`config.mk`:
```
export PLATFORM = sky130hd
export DESIGN_NAME = seq_alu_unit_flat
export DESIGN_NICKNAME = d
export VERILOG_FILES = /design/src/rtl/seq_alu_pkg.sv /design/src/rtl/seq_alu_if.sv /design/src/rtl/seq_alu_step.sv /design/src/rtl/seq_alu_unit.sv /design/src/flat_wrapper.sv
export SDC_FILE = /design/constraint.sdc
export NUM_CORES = 1
export LEC_CHECK = 0
export CAP_MARGIN = 30
export CORE_ASPECT_RATIO = 0.6
export CORE_MARGIN = 10
export CORE_UTILIZATION = 55
export CTS_CLUSTER_SIZE = 8
export DETAILED_ROUTE_END_ITERATION = 10
export PLACE_DENSITY_LB_ADDON = 0.08
export SLEW_MARGIN = 20
export SYNTH_ARGS = -nofsm -noshare
export SYNTH_HDL_FRONTEND = slang
export SYNTH_SLANG_ARGS = --single-unit
```
`constraint.sdc`:
```
create_clock -name CLK -period 3.1 [get_ports CLK]
set_input_delay 0.62 -clock CLK [delete_from_list [all_inputs] [get_ports CLK]]
set_output_delay 0.62 -clock CLK [all_outputs]
set_load 0.005 [all_outputs]
```
`src/rtl/seq_alu_pkg.sv`:
```
// Shared definitions for the sequential ALU: default operand width,
// opcode constants and FSM state encoding.
package seq_alu_pkg;

  localparam int DEF_WIDTH = 8;

  localparam logic [2:0] OP_MUL = 3'b000;
  localparam logic [2:0] OP_SLL = 3'b001;
  localparam logic [2:0] OP_SRL = 3'b010;
  localparam logic [2:0] OP_SRA = 3'b011;
  localparam logic [2:0] OP_ROR = 3'b100;

  typedef enum logic [1:0] {
    ST_IDLE = 2'd0,
    ST_RUN  = 2'd1,
    ST_DONE = 2'd2
  } state_e;

endpackage

```
`src/rtl/seq_alu_if.sv`:
```
// START/BUSY/DONE handshake bundle between the control unit / register
// file (master) and the sequential ALU (slave).
interface seq_alu_if #(
  parameter int WIDTH = 8
) ();

  logic             START;
  logic [2:0]       OPCODE;
  logic [WIDTH-1:0] DATA1;
  logic [WIDTH-1:0] DATA2;
  logic             BUSY;
  logic             DONE;
  logic [WIDTH-1:0] RESULT;
  logic             ZERO;

  modport master (
    output START, OPCODE, DATA1, DATA2,
    input  BUSY, DONE, RESULT, ZERO
  );

  modport slave (
    input  START, OPCODE, DATA1, DATA2,
    output BUSY, DONE, RESULT, ZERO
  );

endinterface

```
`src/rtl/seq_alu_step.sv`:
```
// Combinational single-iteration datapath: one shift-add multiply step,
// or a one-bit shift/rotate of operand A.
module seq_alu_step
  import seq_alu_pkg::*;
#(
  parameter int WIDTH = DEF_WIDTH
) (
  input  logic [2:0]       op,
  input  logic [WIDTH-1:0] acc,
  input  logic [WIDTH-1:0] a,
  input  logic [WIDTH-1:0] b,
  input  logic             sign,
  output logic [WIDTH-1:0] acc_n,
  output logic [WIDTH-1:0] a_n,
  output logic [WIDTH-1:0] b_n
);

  // one step of the selected operation; unused operands pass through
  always_comb begin
    acc_n = acc;
    a_n   = a;
    b_n   = b;
    case (op)
      OP_MUL: begin
        if (b[0]) acc_n = acc + a;
        a_n = a << 1;
        b_n = b >> 1;
      end
      OP_SLL:  a_n = a << 1;
      OP_SRL:  a_n = a >> 1;
      OP_SRA:  a_n = {sign, a[WIDTH-1:1]};
      OP_ROR:  a_n = {a[0], a[WIDTH-1:1]};
      default: ;
    endcase
  end

endmodule

```
`src/rtl/seq_alu_unit.sv`:
```
// Multi-cycle ALU behind the register file: MUL (low byte), SLL, SRL,
// SRA and ROR executed one bit per cycle with a START/BUSY/DONE handshake.
// Optional build macro MUL_EARLY_TERM_EN: MUL stops as soon as the
// remaining multiplier is zero (same results, shorter latency).
module seq_alu_unit
  import seq_alu_pkg::*;
#(
  parameter int WIDTH = DEF_WIDTH,
  parameter int CNT_W = 4
) (
  input  logic     CLK,
  input  logic     RESET,
  seq_alu_if.slave bus
);

  state_e           state_q, state_d;
  logic [CNT_W-1:0] cnt_q, cnt_d;
  logic [2:0]       op_q, op_d;
  logic [WIDTH-1:0] acc_q, acc_d;
  logic [WIDTH-1:0] a_q, a_d;
  logic [WIDTH-1:0] b_q, b_d;
  logic             sign_q, sign_d;
  logic [WIDTH-1:0] result_q, result_d;
  logic             zero_q, zero_d;

  logic [WIDTH-1:0] step_acc, step_a, step_b;
  logic [WIDTH-1:0] fin_res;
  logic             early_c;
  int               k_c;

  // Number of single-bit steps an operation needs once captured.
  function automatic int iter_count(input logic [2:0] op, input logic [WIDTH-1:0] b);
    int amt;
    amt = int'(b[3:0]);
    case (op)
`ifdef MUL_EARLY_TERM_EN
      OP_MUL:                 iter_count = (b == '0) ? 0 : WIDTH;
`else
      OP_MUL:                 iter_count = WIDTH;
`endif
      OP_SLL, OP_SRL, OP_SRA: iter_count = (amt >= WIDTH) ? WIDTH : amt;
      OP_ROR:                 iter_count = amt % WIDTH;
      default:                iter_count = 0;
    endcase
  endfunction

  // Result when no step is needed: shifts/rotates by zero return A,
  // a zero multiplier and illegal opcodes return 0.
  function automatic logic [WIDTH-1:0] zero_step_result(input logic [2:0] op,
                                                        input logic [WIDTH-1:0] a);
    case (op)
      OP_SLL, OP_SRL, OP_SRA, OP_ROR: zero_step_result = a;
      default:                        zero_step_result = '0;
    endcase
  endfunction

  seq_alu_step #(.WIDTH(WIDTH)) u_step (
    .op    (op_q),
    .acc   (acc_q),
    .a     (a_q),
    .b     (b_q),
    .sign  (sign_q),
    .acc_n (step_acc),
    .a_n   (step_a),
    .b_n   (step_b)
  );

  assign fin_res = (op_q == OP_MUL) ? step_acc : step_a;

`ifdef MUL_EARLY_TERM_EN
  assign early_c = (op_q == OP_MUL) && (step_b == '0);
`else
  assign early_c = 1'b0;
`endif

  // next-state, operand capture, per-step update and result latch
  always_comb begin
    state_d  = state_q;
    cnt_d    = cnt_q;
    op_d     = op_q;
    acc_d    = acc_q;
    a_d      = a_q;
    b_d      = b_q;
    sign_d   = sign_q;
    result_d = result_q;
    zero_d   = zero_q;
    k_c      = 0;
    case (state_q)
      ST_IDLE, ST_DONE: begin
        state_d = ST_IDLE;
        if (bus.START) begin
          op_d   = bus.OPCODE;
          a_d    = bus.DATA1;
          b_d    = bus.DATA2;
          acc_d  = '0;
          sign_d = bus.DATA1[WIDTH-1];
          k_c    = iter_count(bus.OPCODE, bus.DATA2);
          if (k_c == 0) begin
            state_d  = ST_DONE;
            result_d = zero_step_result(bus.OPCODE, bus.DATA1);
            zero_d   = (zero_step_result(bus.OPCODE, bus.DATA1) == '0);
          end else begin
            state_d = ST_RUN;
            cnt_d   = CNT_W'(k_c);
          end
        end
      end
      ST_RUN: begin
        acc_d = step_acc;
        a_d   = step_a;
        b_d   = step_b;
        cnt_d = cnt_q - CNT_W'(1);
        if ((cnt_q == CNT_W'(1)) || early_c) begin
          state_d  = ST_DONE;
          result_d = fin_res;
          zero_d   = (fin_res == '0);
        end
      end
      default: state_d = ST_IDLE;
    endcase
  end

  // state, counter, operand and result registers; reset aborts any operation
  always_ff @(posedge CLK or posedge RESET) begin
    if (RESET) begin
      state_q  <= ST_IDLE;
      cnt_q    <= '0;
      op_q     <= '0;
      acc_q    <= '0;
      a_q      <= '0;
      b_q      <= '0;
      sign_q   <= 1'b0;
      result_q <= '0;
      zero_q   <= 1'b1;
    end else begin
      state_q  <= state_d;
      cnt_q    <= cnt_d;
      op_q     <= op_d;
      acc_q    <= acc_d;
      a_q      <= a_d;
      b_q      <= b_d;
      sign_q   <= sign_d;
      result_q <= result_d;
      zero_q   <= zero_d;
    end
  end

  assign bus.BUSY   = (state_q == ST_RUN);
  assign bus.DONE   = (state_q == ST_DONE);
  assign bus.RESULT = result_q;
  assign bus.ZERO   = zero_q;

endmodule

```
`src/flat_wrapper.sv`:
```
// flat-port wrapper written by rule: the top's interface ports become plain ports
module seq_alu_unit_flat import seq_alu_pkg::*;
#(
  parameter int WIDTH = DEF_WIDTH,
  parameter int CNT_W = 4
)
  (CLK, RESET, bus_START, bus_OPCODE, bus_DATA1, bus_DATA2, bus_BUSY, bus_DONE, bus_RESULT, bus_ZERO);
  seq_alu_if #(.WIDTH(WIDTH)) bus_i ();
  input  logic CLK;
  input  logic RESET;
  input wire logic [$bits(bus_i.START)-1:0] bus_START;
  input wire logic [$bits(bus_i.OPCODE)-1:0] bus_OPCODE;
  input wire logic [$bits(bus_i.DATA1)-1:0] bus_DATA1;
  input wire logic [$bits(bus_i.DATA2)-1:0] bus_DATA2;
  output wire logic [$bits(bus_i.BUSY)-1:0] bus_BUSY;
  output wire logic [$bits(bus_i.DONE)-1:0] bus_DONE;
  output wire logic [$bits(bus_i.RESULT)-1:0] bus_RESULT;
  output wire logic [$bits(bus_i.ZERO)-1:0] bus_ZERO;
  assign bus_i.START = bus_START;
  assign bus_i.OPCODE = bus_OPCODE;
  assign bus_i.DATA1 = bus_DATA1;
  assign bus_i.DATA2 = bus_DATA2;
  assign bus_BUSY = bus_i.BUSY;
  assign bus_DONE = bus_i.DONE;
  assign bus_RESULT = bus_i.RESULT;
  assign bus_ZERO = bus_i.ZERO;
  seq_alu_unit #(.WIDTH(WIDTH), .CNT_W(CNT_W)) u_core (.CLK(CLK), .RESET(RESET), .bus(bus_i));
endmodule
```
# Yosys cells after proc, flatten, opt, wreduce, memory -nomap -nowiden

Index checks and enable logic that the tools add are counted.

Add/sub/neg operators: 2
$lt $le $gt $ge: 1
Eq/ne operators: 16
Mux-type cells: 32
Reduce and logical (&&, ||, !) cells: 16

Operator list:

| operator           | count |
|---|---|
| $mux 8             | 12 |
| $pmux 32 s3        | 1 |
| $mux 32            | 2 |
| $pmux 8 s2         | 4 |
| $logic_not 32->1   | 1 |
| $pmux 8 s4         | 1 |
| $logic_not 8->1    | 2 |
| $eq 3x2->1 const B | 4 |
| $mux 4             | 3 |
| $add 8x8->8        | 1 |
| $pmux 4 s2         | 1 |
| $eq 3x1->1 const B | 2 |
| $eq 3x3->1 const B | 2 |
| $logic_not 3->1    | 2 |
| $mux 2             | 3 |
| $ne 2x1->1 const B | 3 |
| $reduce_and 3->1   | 2 |
| $eq 4x1->1 const B | 1 |
| $ge 4x4->1 const B | 1 |
| $ne 2x2->1 const B | 2 |
| $pmux 2 s2         | 1 |
| $reduce_and 2->1   | 2 |
| $reduce_and 4->1   | 1 |
| $reduce_or 2->1    | 2 |
| 9 further kinds    | 11 |

Register bits: 43
Input bits: 22
Output and inout port bits: 11
Word-level logic and storage cells: 76

# Longest topological paths before layout

Gate-level depths: netlist (run 1).

Depth in word-level cells: 13
Mapped depth: 10
Mapped depth without buffers: 9

# Cells and area by module

Synthesis (run 1) repeated with hierarchy kept, for this count alone.

Cell total of the unflattened synthesis: 309
Area total of the unflattened synthesis: 3,047.9 sq um

Modules (own cells, without submodules):

| module       | instances | cells an instance | area an instance (sq um) | sequential area each (sq um) |
|---|---|---|---|---|
| seq_alu_unit | 1         | 192               | 2,218.4                  | 1,077.3 |
| seq_alu_step | 1         | 117               | 829.5                    | 0.0 |

# Worst setup path after synthesis (run 1)

OpenSTA, ideal clock, no wires.

Kind: register to register
Start: register u_core.a_q[0]
End: register u_core.zero_q, in the netlist u_core.bus.ZERO
Library setup time: 0.086 ns
Arrival: 2.084 ns
Required time: 3.014 ns
Setup slack: 0.930 ns
Stages on the path, launching flop included: 9
Path buffers: 0
Period minus slack after synthesis: 2.170 ns
Cells stage by stage: dfrtp_1 -> ha_1 -> fa_1 -> a31o_2 -> mux2i_1 -> a2bb2oi_1 -> a211o_1 -> nand4b_1 -> o31ai_2

Word-level cells in the longest chain between the ends: 7
Elaborated cells on any way between the ends: 8
Classes of those cells: add/sub (1); mux (6); reduce/logical (1)

Ends and longest elaborated chain:

| element                | line                | source |
|---|---|---|
| start, declared        | seq_alu_unit.sv:20  | `logic [WIDTH-1:0] a_q, a_d;` |
| start signal, assigned | seq_alu_unit.sv:130 | `a_q <= '0;` |
| start signal, assigned | seq_alu_unit.sv:140 | `a_q <= a_d;` |
| $add 8x8->8            | seq_alu_step.sv:25  | `if (b[0]) acc_n = acc + a;` |
| $mux 8                 | seq_alu_step.sv:25  |  |
| $mux 8                 | seq_alu_step.sv:23  | `case (op)` |
| $mux 8 (*)             | seq_alu_unit.sv:68  | `assign fin_res = (op_q == OP_MUL) ? step_acc : step_a;` |
| $logic_not 8->1 (*)    | seq_alu_unit.sv:116 | `zero_d = (fin_res == '0);` |
| $mux 1 (*)             | seq_alu_unit.sv:113 | `if ((cnt_q == CNT_W'(1)) \|\| early_c) begin` |
| $pmux 1 s2 (*)         | seq_alu_unit.sv:88  | `case (state_q)` |
| end signal, assigned   | seq_alu_unit.sv:144 | `zero_q <= zero_d;` |
| end, declared          | seq_alu_unit.sv:24  | `logic zero_q, zero_d;` |

Every way passes the cells marked *; elsewhere a longest branch is shown, timed or not. The select of a mux whose other input is x is not followed.
A chain may end at the register's enable or synchronous reset.

# Final worst setup path (run 1)

Start: register u_core.op_q[2]
End: register u_core.acc_q[3]

Word-level cells in the longest chain between the ends: 3

Ends and longest elaborated chain:

| element                | line                | source |
|---|---|---|
| start, declared        | seq_alu_unit.sv:18  | `logic [2:0] op_q, op_d;` |
| start signal, assigned | seq_alu_unit.sv:138 | `op_q <= op_d;` |
| $logic_not 3->1        | seq_alu_step.sv:23  |  |
| $mux 8                 | seq_alu_step.sv:23  |  |
| $pmux 8 s2             | seq_alu_unit.sv:88  |  |
| end signal, assigned   | seq_alu_unit.sv:129 | `acc_q <= '0;` |
| end signal, assigned   | seq_alu_unit.sv:139 | `acc_q <= acc_d;` |
| end, declared          | seq_alu_unit.sv:19  | `logic [WIDTH-1:0] acc_q, acc_d;` |

Every way passes these cells.

==> flow_metrics.tcl, run 1 <==
set metrics [dict create \
    die-area_um2 8720 \
    synth_top_cells_by_area "dfrtp_1 (36%), nand2_1 (4.9%), mux2i_1 (4.5%)" \
    chipHeight_um 76.4 \
    synth_enable_flop_cells 0 \
    timing.final.crit_share_pct 82.1 \
    postSynth.asyncResetShare_pct 100 \
    start_kind "flop" \
    place.detailed.hpwl_um 6120 \
    detailedRoute.firstPassIterationCount 5 \
    crit_path_end_kind "flop" \
    fin_total_pwr_uw 3850 \
    drive_above_1_share_pct 9.51 \
    pwr_density_cell_nw_per_um2 1130 \
    total_leakage_power_uw 0.00150 \
    pin_count_of_the_biggest_net_entering_global_routing 24 \
    synth_top_area_share_pct 36.0 \
    final.setup.tns_ns 0 \
    clk_transition_reported_paths_ns 0.09 \
    post_cts.resized_instances 0 \
    floorplan.core_area_um2 5100 \
    buffers_on_ports 32 \
    min_path_type "flop to flop" \
    final_routed_wire_length_divided_by_cell_count_um 18.8 \
    grt_setup_unrepaired "false" \
    yosysSeqAreaShare_pct 36.9 \
    syn_to_layout_area_delta_pct 16.8 \
    cts.path.max_buffers 2 \
    insertion_delay_ns 0.30 \
    yosysMostFrequentCell "dfrtp_1" \
    tritoncts_clock_tree "built" \
    p_switching_uw 1840 \
    core.rowCount 20 \
    final.fill_count 437 \
    path_max_fanout 17 \
    skew_ns 0.00834 \
    internal-power_uw 2010 \
    cts-root-buf "clkbuf_8" \
    first_pass_grt_wire_length_um 13300 \
    globalRoute.totalOverflow 0 \
    initial_core_util_pct 57.2 \
    seq_power_share_pct 30.2 \
    comb_power_share_pct 60.4 \
    share_clk_of_total_power_pct 9.4 \
    track_usage_pct 18.4 \
    synth_warnings 0 \
    synth_cells 338 \
    route.detailed.vias_per_inst 6.17 \
    layout_min_cycle_time_ns 2.55 \
    cts_post_setup_buffers_inserted 0 \
    ant_nets 0 \
    crit_type "flop to flop" \
    mappedNetlistArea_um2 2920 \
    antenna_cells_inserted 0 \
    placed_instances 425 \
    num-nets-final 399 \
    grt_pass1_vias 2537 \
    finalSetupViolations 0 \
    layout.core_utilization_pct 66.8 \
    max-cap-violations 0 \
    synthDominantAreaCellType "dfrtp_1" \
    cp_data_required_time_ns 3.29 \
    total_cts_buffers 5 \
    clkSinkCount 43 \
    final_hold_viol_count 0 \
    number_of_antenna_violations_at_the_first_check_in_global_routing 0 \
    cts.hold.buffers_added 0 \
    timing.critical_path.arrival_ns 2.73 \
    detail_route.wirelength_um 8160 \
    syn_nets 370 \
    p_sw_share_pct 47.8 \
    gpl.final_weighted_congestion 0.939 \
    worst_ir_drop_vdd_v 0.000526 \
    run_status "completed" \
    post-route-drc-count 0 \
    synth.cells.most_frequent "dfrtp_1 (42), nand2_1 (38), a21oi_1 (24), o21ai_0 (24), nor2_1 (19)" \
    relSlewSlack_pct 37.0 \
    die-width_um 114 \
    syn_avg_cell_area_um2 8.64 \
    dr_total_vias 2677 \
    report.final.slew_viol_count 0 \
    timing.fmax_mhz 393 \
    fin_cells 434 \
    worst-slew-pin-transition_ns 0.940 \
    synth-main-ff-cell "dfrtp_1" \
    design.portCount 33 \
    cts-htree-levels 2 \
    post_synth_num_cell_types 64 \
    drt-initial-drc-count 271 \
    postSynthRegisterBits 43 \
]
[cell families (layout without fill, tap and decap cells)]
group	count (synthesis)	in the layout	synth area share, %
AO/OA/AOI/OAI	121	121	27.6
AND/OR/NAND/NOR	101	101	16.7
flip-flops	43	43	36.9
buffers and inverters	39	69	6.04
multiplexers	17	17	6.13
adder cells (fa/ha/maj)	10	10	4.54
XOR/XNOR	7	7	2.10
[state kept, by name (all words and copies together) (netlist names)]
| signal | flops |
|---|---|
| u_core.b_q | 8 |
| u_core.bus.ZERO | 1 |
| u_core.acc_q | 8 |
| u_core.sign_q | 1 |
| u_core.bus.RESULT | 8 |
| u_core.op_q | 3 |
| u_core.cnt_q | 4 |
| u_core.a_q | 8 |
| u_core.state_q | 2 |
[worst paths after layout]
path	end	slack [ns]	cells past startpoint	start
worst min-delay path	u_core.sign_q	0.48	2	u_core.sign_q
worst max register to register	u_core.acc_q[3]	0.55	4	u_core.op_q[2]
max in group asynchronous	u_core.acc_q[1]	2.05	3	RESET
worst max-delay path	u_core.acc_q[3]	0.55	4	u_core.op_q[2]
worst min register to register	u_core.sign_q	0.48	2	u_core.sign_q
min in group asynchronous	u_core.cnt_q[2]	0.59	2	RESET
[per-layer routing]
metal,track usage [%],routed length (µm),up-vias
li1,-,-,1292
met1,27.6,3990,1241
met2,24.8,3220,137
met3,5.82,913,7
met4,3.12,44,0
met5,0,0,-
[critical path, stage by stage, from the launching register on]
cell and delay [ns]:
dfrtp_1 0.59, nor3_2 0.80, nand3_1 0.49, and3_1 0.35
a41o_1 0.21
[per-stage QoR]
stage | area (µm²) | setup WS [ns] | hold slack [ns]
2_1_floorplan | 2920 | 0.930 | 0.438
3_3_place_gp | 3290 | 0.672 | 0.458
3_5_place_dp | 3320 | 0.589 | 0.473
4_1_cts | 3400 | 0.548 | 0.489
5_1_grt | 3410 | 0.430 | 0.530
6_report | 3410 | 0.554 | 0.481
[power by group through the flow]
stage / logic [µW] / registers [µW] / clock network, µW
finish: 2320 / 1160 / 360
detailed placement: 2280 / 1150 / 0
global placement: 2240 / 1150 / 0
CTS: 2290 / 1150 / 367
floorplan: 1740 / 1040 / 0
global route: 2570 / 1200 / 391
[area by class of cell]
cell class | instances | area (µm²) | share of cell area, %
flip-flops and latches | 43 | 1080 | 31.6
well taps | 66 | 82.6 | 2.42
inverters | 16 | 60.1 | 1.76
multi-input cells | 256 | 1670 | 48.9
clock buffers | 6 | 72.6 | 2.13
clock inverters | 2 | 12.5 | 0.367
repair buffers | 45 | 438 | 12.8
[cells in the final DEF, fill, tap and decap left out, types with 3 or more instances in the layout]
master and count:
ha_1 9, mux2i_1 13, nor4_1 3, nand2_1 38, o21ai_0 24, clkbuf_8 5, a211oi_1 6, nand2b_1 6
a221oi_1 3, inv_1 14, xnor2_1 5, a21oi_1 24, a22oi_1 7, o21ai_1 11, and3_1 4, nand3_1 13
nor2_1 19, clkdlybuf4s50_1 32, dfrtp_1 42, a21o_1 7, buf_4 11, nor2b_1 4, o211ai_1 3, nor3_1 3
a31oi_1 6, o22ai_1 3
(Power assumes the default switching activity.)
==> run 2: changes to the inputs <==
- clock period: 3.1 -> 2.5 ns (I/O delays scaled with it)
==> flow_metrics.tcl, run 2 (synthesized netlist as in run 1, its figures left out) <==
set metrics [dict create \
    chipHeight_um 76.4 \
    critical_path_startpoint "u_core.a_q[3]" \
    route.detailed.vias_per_inst 6.23 \
    ant_nets 0 \
    path_max_fanout 6 \
    tritoncts_clock_tree "built" \
    cts-htree-levels 2 \
    final.fill_count 444 \
    total_leakage_power_uw 0.00155 \
    layout_common_cells "dfrtp_1 (42), nand2_1 (38), clkdlybuf4s50_1 (32)" \
    die-area_um2 8720 \
    final_routed_wire_length_divided_by_cell_count_um 19.0 \
    pin_count_of_the_biggest_net_entering_global_routing 44 \
    worst-r2r-cell-count 8 \
    floorplan.core_area_um2 5100 \
    detail_route.wirelength_um 8400 \
    timing.fmax_mhz 430 \
    design.portCount 33 \
    globalRoute.totalOverflow 0 \
    final_hold_viol_count 0 \
    detailedRoute.firstPassIterationCount 5 \
    multi_input_area_um2 1670 \
    min-delay-start "u_core.b_q[4]" \
    pwr_density_cell_nw_per_um2 1450 \
    antenna_cells_inserted 0 \
    syn_to_layout_area_delta_pct 19.3 \
    clk_transition_reported_paths_ns 0.09 \
    core.rowCount 20 \
    grt_pass1_vias 2549 \
    final_common_cell "dfrtp_1" \
    number_of_antenna_violations_at_the_first_check_in_global_routing 0 \
    clkSinkCount 43 \
    worst_ir_drop_vdd_v 0.000645 \
    report.final.slew_viol_count 0 \
    post-route-drc-count 0 \
    grt_setup_unrepaired "false" \
    worst_case_hold_path_end_point "u_core.b_q[4]" \
    cts-root-buf "clkbuf_8" \
    place.detailed.hpwl_um 6260 \
    crit_type "flop to flop" \
    start_kind "flop" \
    die-width_um 114 \
    rrSetupSlack_ns 0.17 \
    cts_post_setup_buffers_inserted 0 \
    timing.final.crit_share_pct 93.1 \
    run_status "completed" \
    worstHoldPathCells 2 \
    max-cap-violations 0 \
    first_pass_grt_wire_length_um 13700 \
    cts.path.max_buffers 2 \
    track_usage_pct 19.3 \
    timing.rr.end "u_core.acc_q[7]" \
    post_cts.resized_instances 0 \
    skew_ns 0.00767 \
    drive_above_1_share_pct 11.9 \
    drt-initial-drc-count 284 \
    cp_data_required_time_ns 2.74 \
    total_cts_buffers 5 \
    layout_min_cycle_time_ns 2.33 \
    crit-reg2reg-launch "u_core.a_q[3]" \
    cts.hold.buffers_added 0 \
    worst-slew-pin-transition_ns 0.548 \
    dr_total_vias 2758 \
    gpl.final_weighted_congestion 1.01 \
    crit_path_end_kind "flop" \
    initial_core_util_pct 57.2 \
    buffers_on_ports 32 \
    num-nets-final 408 \
    min_path_type "flop to flop" \
    final.setup.tns_ns 0 \
    timing.critical_path.arrival_ns 2.57 \
    insertion_delay_ns 0.30 \
    finalSetupViolations 0 \
    relSlewSlack_pct 63.4 \
    fin_total_pwr_uw 5070 \
    seq_area_um2 1080 \
]
## run 2: cell count changes in the layout (fill, tap and decap cells not counted)
cell        before  now
buf_4           11   21
buf_16           1    0
bufinv_16        0    1
clkbuf_1         1    0
clkinv_4         0    1
clkinvlp_4       1    0
## run 2: worst max-delay path, cell delays in order, from the launching register on
cell and delay (ns):
dfrtp_1 0.48, ha_1 0.40, a21o_1 0.19, a21oi_1 0.18, a21oi_1 0.11, o21ai_1 0.19
nand3_1 0.20, or4_1 0.43, nand3_1 0.08
## run 2: area by class of cell
class / instances / share of cell area (%)
Tap cell: 66 / 2.37
Inverter: 16 / 1.72
Timing Repair Buffer: 54 / 13.9
Clock buffer: 5 / 1.97
Multi-Input combinational cell: 256 / 47.8
Clock inverter: 3 / 1.26
Sequential cell: 43 / 30.9
## run 2: per-layer routing
layer	wire, µm	vias to the layer above	share of wire (%)	global-route usage (%)
met4	111	0	1.3	3.99
met3	928	18	11	6.13
met5	0	-	0	0
met1	3990	1274	48	29.1
met2	3370	155	40	25.5
li1	-	1311	-	-
## run 2: through the flow
| step | std cells | hold slack, ns | util, % | area [µm²] | worst slack, ns |
|---|---|---|---|---|---|
| 2_1_floorplan | 338 | 0.438 | - | 2920 | 0.330 |
| 4_1_cts | 442 | 0.492 | 68.1 | 3480 | 0.210 |
| 6_report | 443 | 0.486 | 68.3 | 3480 | 0.173 |
| 5_1_grt | 443 | 0.513 | 68.3 | 3480 | 0.0570 |
| 3_5_place_dp | 434 | 0.470 | 65.9 | 3360 | 0.146 |
| 3_3_place_gp | 434 | 0.460 | 65.9 | 3360 | 0.215 |
## run 2: report_power, final
part	leakage (µW)	total (µW)	internal (µW)	switching, µW
sequential	0.000529	1450	1040	411
combinational	0.000965	3060	1380	1690
clock	0.0000581	553	298	256
## run 2: worst max path at each step
stage / endpoint / slack (ns) / depth (start not counted)
final: u_core.acc_q[7] / 0.17 / 8
after global routing: u_core.bus.RESULT[7] / 0.06 / 8
after CTS: u_core.bus.ZERO / 0.21 / 8
after detailed placement: u_core.b_q[6] / 0.15 / 5
after global placement: u_core.bus.ZERO / 0.21 / 8
after floorplan: u_core.bus.ZERO / 0.33 / 8
==> run 3: changes to the inputs <==
- SLEW_MARGIN: 20 -> 5
==> flow_metrics.tcl, run 3 (synthesized netlist as in run 1, its figures left out) <==
set metrics [dict create \
    run_status "completed" \
    total_leakage_power_uw 0.00155 \
    final_hold_viol_count 0 \
    num-nets-final 407 \
    number_of_antenna_violations_at_the_first_check_in_global_routing 0 \
    clk_transition_reported_paths_ns 0.09 \
    finalInstanceArea_um2 3480 \
    chipHeight_um 76.4 \
    post-route-drc-count 0 \
    placed_instances 434 \
    worstHoldPathCells 2 \
    buffers_on_ports 32 \
    track_usage_pct 19.3 \
    pin_count_of_the_biggest_net_entering_global_routing 44 \
    final.setup.tns_ns 0 \
    timing.final.crit_share_pct 93.6 \
    design.portCount 33 \
    antenna_cells_inserted 0 \
    detail_route.wirelength_um 8400 \
    grt_setup_unrepaired "false" \
    relSlewSlack_pct 63.5 \
    worst_ir_drop_vdd_v 0.000644 \
    timing.fmax_mhz 427 \
    drt-initial-drc-count 277 \
    timing.critical_path.arrival_ns 2.58 \
    finalSetupViolations 0 \
    report.final.slew_viol_count 0 \
    worst-slew-pin-transition_ns 0.548 \
    pwr_density_cell_nw_per_um2 1450 \
    grt_pass1_vias 2549 \
    cp_data_required_time_ns 2.74 \
    crit_type "flop to flop" \
    total_cts_buffers 5 \
    layout.core_utilization_pct 68.2 \
    skew_ns 0.00748 \
    placed_cell_area_um2 3360 \
    clkSinkCount 43 \
    layout_common_cells "dfrtp_1 (42), nand2_1 (38), clkdlybuf4s50_1 (32)" \
    layout_min_cycle_time_ns 2.34 \
    cts-root-buf "clkbuf_8" \
    worst-r2r-cell-count 8 \
    tritoncts_clock_tree "built" \
    path_max_fanout 6 \
    ant_nets 0 \
    first_pass_grt_wire_length_um 13700 \
    min_path_type "flop to flop" \
    insertion_delay_ns 0.30 \
    drive_above_1_share_pct 12.0 \
    final_routed_wire_length_divided_by_cell_count_um 19.0 \
    fin_cells 442 \
    place.detailed.hpwl_um 6260 \
    cts_post_setup_buffers_inserted 0 \
    core.rowCount 20 \
    gpl.final_weighted_congestion 1.01 \
    dr_total_vias 2745 \
    start_kind "flop" \
    route.detailed.vias_per_inst 6.21 \
    globalRoute.totalOverflow 0 \
    die-width_um 114 \
    syn_to_layout_area_delta_pct 19.2 \
    cts-htree-levels 2 \
    cts.path.max_buffers 2 \
    detailedRoute.firstPassIterationCount 5 \
    initial_core_util_pct 57.2 \
    max-cap-violations 0 \
    final_common_cell "dfrtp_1" \
    floorplan.core_area_um2 5100 \
    die-area_um2 8720 \
    crit_path_end_kind "flop" \
]
run 3: changes by cell type in the layout (fill, tap and decap cells not counted):
cell and delta:
clkbuf_4 -1, a21oi_2 +1, a21oi_1 -1
run 3: repair_timing:
item                                    in CTS  in global routing
hold buffers                                 0                  0
endpoints found under the setup margin       0                  1
gates resized for setup                      0                  1
run 3: stage by stage:
stage               power (µW)  hold WS (ns)  setup WS [ns]
global placement          4380         0.460          0.215
floorplan                 3450         0.438          0.330
finish                    5060         0.486          0.161
CTS                       5010         0.492          0.210
detailed placement        4430         0.470          0.146
global route              5490         0.513         0.0570
run 3: final timing paths:
kind | startpoint | endpoint | slack (ns)
setup reg to reg | u_core.a_q[3] | u_core.acc_q[7] | 0.16
min in group asynchronous | RESET | u_core.cnt_q[1] | 0.63
hold reg to reg | u_core.b_q[4] | u_core.b_q[4] | 0.49
setup / recovery | u_core.a_q[3] | u_core.acc_q[7] | 0.16
max in group asynchronous | RESET | u_core.acc_q[6] | 1.49
hold / removal | u_core.b_q[4] | u_core.b_q[4] | 0.49
run 3: layout make-up:
| type | count | area [µm²] |
|---|---|---|
| fillers | 446 | 1620 |
| repair buffers | 53 | 478 |
| inverters | 16 | 60.1 |
| well taps | 66 | 82.6 |
| clock inverters | 3 | 43.8 |
| multi-input cells | 256 | 1670 |
| flip-flops and latches | 43 | 1080 |
| clock buffers | 5 | 68.8 |
run 3: routing by layer:
| layer | wire length (µm) | vias to the layer above | global-route usage, % |
|---|---|---|---|
| li1 | - | 1313 | - |
| met1 | 3900 | 1279 | 29.1 |
| met2 | 3460 | 137 | 25.5 |
| met3 | 960 | 16 | 6.13 |
| met4 | 80 | 0 | 3.99 |
| met5 | 0 | - | 0 |
run 3: critical path, cell delays in order (launching register included):
cell and delay (ns):
dfrtp_1 0.49, ha_1 0.40, a21o_1 0.19, a21oi_1 0.18, a21oi_1 0.11, o21ai_1 0.19, nand3_1 0.20, or4_1 0.43
nand3_1 0.08
run 3: power breakdown:
part	internal, µW	leakage [µW]	switching (µW)
sequential	1040	0.000529	410
combinational	1370	0.000961	1690
clock	298	0.0000581	254
total	2710	0.00155	2360
